--- src/rtl/penalty_pkg.sv ---
// Shared types and goal-mouth geometry for the penalty-shot round controller.
package penalty_pkg;

  typedef enum logic [2:0] {
    IDLE   = 3'd0,
    AIM    = 3'd1,
    FLIGHT = 3'd2,
    RESULT = 3'd3,
    OVER   = 3'd4
  } state_e;

  localparam logic [11:0] GOAL_X_MIN = 12'd200;
  localparam logic [11:0] GOAL_X_MAX = 12'd599;
  localparam logic [11:0] GOAL_Y_MIN = 12'd100;
  localparam logic [11:0] GOAL_Y_MAX = 12'd249;
  localparam logic [12:0] KEEPER_W   = 13'd96;

  function automatic logic in_mouth(input logic [11:0] x, input logic [11:0] y);
    return (x >= GOAL_X_MIN) && (x <= GOAL_X_MAX) &&
           (y >= GOAL_Y_MIN) && (y <= GOAL_Y_MAX);
  endfunction

  // Widened to 13 bits so keeper_x + KEEPER_W never wraps near the right edge.
  function automatic logic is_goal(input logic [11:0] shot_x, input logic [11:0] keeper_x);
    logic [12:0] s;
    logic [12:0] k;
    s = {1'b0, shot_x};
    k = {1'b0, keeper_x};
    return (s < k) || (s >= k + KEEPER_W);
  endfunction

endpackage

--- src/rtl/penalty_round_ctl_round_timer.sv ---
// Prescaler plus tick counter; expired marks the final cycle of a limit-tick interval.
module round_timer #(
  parameter int DIV = 400_000,
  parameter int TW  = 16
) (
  input  logic          clk,
  input  logic          rst,
  input  logic          start,
  input  logic [TW-1:0] limit,
  output logic          expired
);

  localparam int PW = (DIV > 1) ? $clog2(DIV) : 1;

  logic [PW-1:0] presc;
  logic [TW-1:0] ticks;
  logic          tick;

  assign tick = (presc == PW'(DIV - 1));

  always_ff @(posedge clk) begin
    if (rst || start) begin
      presc <= '0;
      ticks <= '0;
    end else if (tick) begin
      presc <= '0;
      ticks <= ticks + TW'(1);
    end else begin
      presc <= presc + PW'(1);
    end
  end

  // Asserted in the last cycle so the caller leaves exactly limit*DIV cycles after start.
  assign expired = tick && (ticks == limit - TW'(1));

endmodule

--- src/rtl/penalty_round_ctl.sv ---
// Penalty-shot round sequencer: click -> aimed shot -> goal/save judgement -> score.
// Optional macro PENALTY_FLIGHT_WDT_EN adds a flight watchdog that scores a stuck shot as a miss.
module penalty_round_ctl
  import penalty_pkg::*;
#(
  parameter int ROUNDS               = 5,
  parameter int TICK_DIV             = 400_000,
  parameter int RESULT_TICKS         = 100,
  parameter int FLIGHT_TIMEOUT_TICKS = 300
) (
  input  logic        clk,
  input  logic        rst,
  input  logic        mouse_left,
  input  logic [11:0] mouse_xpos,
  input  logic [11:0] mouse_ypos,
  input  logic [11:0] keeper_xpos,
  input  logic        shot_done,
  output logic        shot_start,
  output logic [11:0] shot_xpos,
  output logic [11:0] shot_ypos,
  output logic        result_valid,
  output logic        result_goal,
  output logic [3:0]  score,
  output logic [3:0]  round,
  output logic        game_over
);

  localparam int TMAX = (RESULT_TICKS > FLIGHT_TIMEOUT_TICKS) ? RESULT_TICKS : FLIGHT_TIMEOUT_TICKS;
  localparam int TW   = $clog2(TMAX + 1);

  state_e  state_q, state_d;
  logic    ml_q, ml_qq;
  logic    click, aim_hit, goal_now;
  logic    tmr_start, tmr_expired, timeout;
  logic [TW-1:0] tmr_limit;

  always_ff @(posedge clk) begin
    if (rst) begin
      ml_q  <= 1'b0;
      ml_qq <= 1'b0;
    end else begin
      ml_q  <= mouse_left;
      ml_qq <= ml_q;
    end
  end

  assign click    = ml_q & ~ml_qq;
  assign aim_hit  = click && in_mouth(mouse_xpos, mouse_ypos);
  assign goal_now = is_goal(shot_xpos, keeper_xpos);

`ifdef PENALTY_FLIGHT_WDT_EN
  assign timeout = (state_q == FLIGHT) && tmr_expired;
`else
  assign timeout = 1'b0;
`endif

  // One timer serves both the RESULT hold and the flight watchdog; they never overlap.
  assign tmr_limit = (state_q == FLIGHT) ? TW'(FLIGHT_TIMEOUT_TICKS) : TW'(RESULT_TICKS);
  assign tmr_start = (state_d != state_q) && ((state_d == FLIGHT) || (state_d == RESULT));

  round_timer #(.DIV(TICK_DIV), .TW(TW)) u_timer (
    .clk     (clk),
    .rst     (rst),
    .start   (tmr_start),
    .limit   (tmr_limit),
    .expired (tmr_expired)
  );

  always_ff @(posedge clk) begin
    if (rst) state_q <= IDLE;
    else     state_q <= state_d;
  end

  always_comb begin
    state_d = state_q;
    case (state_q)
      IDLE:    if (click)                 state_d = AIM;
      AIM:     if (aim_hit)               state_d = FLIGHT;
      FLIGHT:  if (shot_done || timeout)  state_d = RESULT;
      RESULT:  if (tmr_expired)           state_d = (round == 4'(ROUNDS)) ? OVER : AIM;
      OVER:    if (click)                 state_d = AIM;
      default:                            state_d = IDLE;
    endcase
  end

  always_comb begin
    result_valid = 1'b0;
    game_over    = 1'b0;
    case (state_q)
      RESULT:  result_valid = 1'b1;
      OVER:    game_over    = 1'b1;
      default: ;
    endcase
  end

  always_ff @(posedge clk) begin
    if (rst) begin
      shot_start  <= 1'b0;
      shot_xpos   <= '0;
      shot_ypos   <= '0;
      result_goal <= 1'b0;
      score       <= '0;
      round       <= '0;
    end else begin
      shot_start <= 1'b0;
      case (state_q)
        IDLE, OVER: begin
          if (click) begin
            score <= '0;
            round <= '0;
          end
        end
        AIM: begin
          if (aim_hit) begin
            shot_xpos  <= mouse_xpos;
            shot_ypos  <= mouse_ypos;
            shot_start <= 1'b1;
          end
        end
        FLIGHT: begin
          // shot_done takes priority over a coincident watchdog expiry
          if (shot_done) begin
            round       <= round + 4'd1;
            result_goal <= goal_now;
            if (goal_now) score <= score + 4'd1;
          end else if (timeout) begin
            round       <= round + 4'd1;
            result_goal <= 1'b0;
          end
        end
        default: ;
      endcase
    end
  end

endmodule

--- config.mk ---
export PLATFORM = sky130hd
export DESIGN_NAME = penalty_round_ctl
export DESIGN_NICKNAME = d
export VERILOG_FILES = /design/src/rtl/penalty_pkg.sv /design/src/rtl/penalty_round_ctl_round_timer.sv /design/src/rtl/penalty_round_ctl.sv
export SDC_FILE = /design/constraint.sdc
export NUM_CORES = 1
export LEC_CHECK = 0
export ABC_AREA = 1
export BUFFER_PORTS_ARGS = -buffer_cell sky130_fd_sc_hd__buf_2
export CAP_MARGIN = 20
export CORE_MARGIN = 5
export CORE_UTILIZATION = 58
export CTS_BUF_LIST = sky130_fd_sc_hd__clkbuf_8
export DETAILED_ROUTE_END_ITERATION = 6
export PLACE_DENSITY = 0.93
export SYNTH_ARGS = -nofsm -noshare
export SYNTH_HDL_FRONTEND = slang
export SYNTH_HIERARCHICAL = 1
export SYNTH_SLANG_ARGS = --single-unit
--- constraint.sdc ---
create_clock -name clk -period 2.7 [get_ports clk]
set_input_delay 0.405 -clock clk [delete_from_list [all_inputs] [get_ports clk]]
set_output_delay 0.405 -clock clk [all_outputs]
set_load 0.03 [all_outputs]
==> metrics <==
initial antenna violation count 0; Final Wtd Congestion 0.908; Buf/Inv on CP 4; Final Cycle Share 80.8%; area share of the largest cell type after synthesis 31.8%; largest family of logic cells by synthesized area simple AND/OR/NAND/NOR gates; clk_lat worst skew 0.34 ns; max cap viols 0; fillers 557; Num Clock Sinks 67; final slew viol count 0; I/O Pins 76; Avg Cell Area, Syn 6.51 um^2; Synth Area in Compound Gates 9.68%; Synth top cells by count nand2_1 (185), inv_1 (88), nor2_1 (83); Placeable Area 0.00718 mm^2; ANT cells 0; count leader, synth nand2_1; Critical Path Sink Type flip-flop; cell mode on critical path nand2_1; post-synthesis sequential area ratio 31.8%; Antenna Nets Post-Route 0; Die ar. 0.00907 mm^2; outcome finished, final reports clean; crit-path max FO 4; Post-synth EDFFs 0; leakage power 2.37 nW; skew final 0.00996 ns; vias in the first global route 4,383; CTS Root Cell clkbuf_8; HPWL Detailed 8.17 mm; Synth Area in Adders 7.72%; Routed WL 10.5 mm; CP Cell Sequence buf_2 > inv_1 > ha_1 > nor2_1 > nand3_1 > xor2_1 > ha_1 > inv_1 > nor2_1 > o21ai_1 > inv_1 > nor2_1 > nand2_1 > nand2_1 > nand2_1 > nand2_1 > a21oi_1; total power 0.00207 W; Post-Place Worst Slack 0.205 ns; YS warnings 6; Area contributors post-synth dfxtp_1 (32%), nand2_1 (16%), inv_1 (7.8%); Cell variety after synth 40; Die Ht 95.2 um; share of layout cells above drive strength 1 17.0%; RSZ-0062 raised after global routing no; Pwr Density 420 mW/mm^2; row cnt 31; Initial Util 58.7%; vias 4,370; Setup violations, final 0; Worst EP required 2.90 ns; largest net degree at the start of global routing 25; Post-Synth Simple-Gate Area 36.5%; postcts setup bufs 0; Critical Path AT 2.38 ns; DRT Pass-1 Iters 5; drt wl/cell 12.4 um; top_reg_cell synth dfxtp_1; # H-tree levels 3; port bufs 75; largest stage delay on the critical path 0.29 ns; setup tns final 0 ns; Final #Nets 810; proportion of synthesized area in mux cells 0%; most area-hungry cell type in the Yosys netlist dfxtp_1; worst setup margin 0.518 ns; worst hold margin 0.269 ns; Layout area overhead 17.0%; cts hold-fix bufs 0; Synth Instances 647; Worst Max-Slew Pin Slew 0.502 ns; total track usage 24.7%; final hold vios 0; Clock Path Buffers 2; post-synthesis register bit count 67; TritonCTS Buffers 9; die width 95.2 um; iteration-0 DRC count of the detailed router 189; Slowest-stage cell, CP ha_1; first-pass GRT wire length 18.1 mm; Vias/cell 5.15; number of remaining DRC errors 0; worst min-delay path category in2reg; Rel. slew slack 66.5%; PostCTS Resize Cnt 0; Crit Path Category in2reg; gr ovfl total 0; CTS clk-pin slew, worst paths 0.07 ns; TritonCTS clock tree done; Peak VDD IR 0.361 mV; fmax 458 MHz; CP top delay family simple AND/OR/NAND/NOR gates; xor/xnor share of the synthesized area 3.95%; Worst setup SP type input pin; post-route minimum period 2.18 ns; ys async rst share 0%; synthesized area 0.00421 mm^2
flip-flops by register name (all words and copies together) (netlist names), 3 cells and up:
name	cells
u_timer/presc	19
shot_xpos	12
shot_ypos	12
u_timer/ticks	9
round	4
score	4
state_q	3
report_power, final:
part,switching [W],internal [W],total [W]
clock network,0.000385,0.000443,0.000829
logic,0.000149,0.0000795,0.000229
registers,0.0000122,0.00100,0.00101
total,0.000546,0.00152,0.00207
routing by layer:
layer / vias to the layer above / wire, um / track usage (%)
li1: 2208 / - / -
met1: 1999 / 4330 / 27.3
met2: 135 / 5280 / 44.2
met3: 28 / 665 / 5.37
met4: 0 / 270 / 12.7
met5: - / 0 / 0
worst paths after layout:
kind | cells after the start | end | slack (ns) | startpoint
worst max-delay path | 17 | score[2] | 0.52 | keeper_xpos[5]
worst min-delay path | 3 | ml_q | 0.27 | mouse_left
worst max register to register | 15 | state_q[0] | 0.58 | state_q[2]
worst min register to register | 2 | ml_qq | 0.43 | ml_q
tightest hold or removal path: stages:
cell    delay [ns]
buf_2         0.09
inv_1         0.04
nor2_1        0.03
cell type report:
cell class / instances / area (um^2) / share of cell area [%]
clock buffers: 10 / 138 / 2.79
repair buffers: 78 / 398 / 8.07
flip-flops and latches: 67 / 1340 / 27.2
well taps: 99 / 124 / 2.51
clock inverters: 6 / 57.6 / 1.17
inverters: 95 / 358 / 7.26
multi-input cells: 493 / 2510 / 51.0
per-stage QoR:
step	utilization, %	std cells	instance area [um^2]
floorplan	-	665	4280
global placement	66.0	832	4730
detailed placement	66.0	832	4730
CTS	68.7	848	4930
global route	68.7	848	4930
finish	68.7	848	4930
cell usage in the layout (no fill, tap or decap), types with 2 or more instances in the layout:
cell type / n
nor2_1: 83
and2_1: 2
nand3b_1: 3
clkbuf_8: 10
inv_1: 90
ha_1: 26
inv_2: 5
nand4_1: 10
conb_1: 20
clkinvlp_4: 2
xor2_1: 15
xnor2_1: 4
nand3_1: 41
clkinv_2: 2
nand2_1: 185
dfxtp_1: 67
nand3_4: 2
a21oi_1: 46
nor3_1: 12
o21ai_0: 7
nor2_2: 6
o21ai_1: 2
nand2_2: 6
buf_4: 3
a21oi_2: 11
buf_2: 75
cell families after synthesis:
group	Yosys count
AOI/OAI and AO/OA	71
and+or+nand+nor	357
buffers and inverters	105
adders and majority gates	26
xor gates and xnor gates	19
DFF	67
other	2
(Power assumes the default switching activity.)
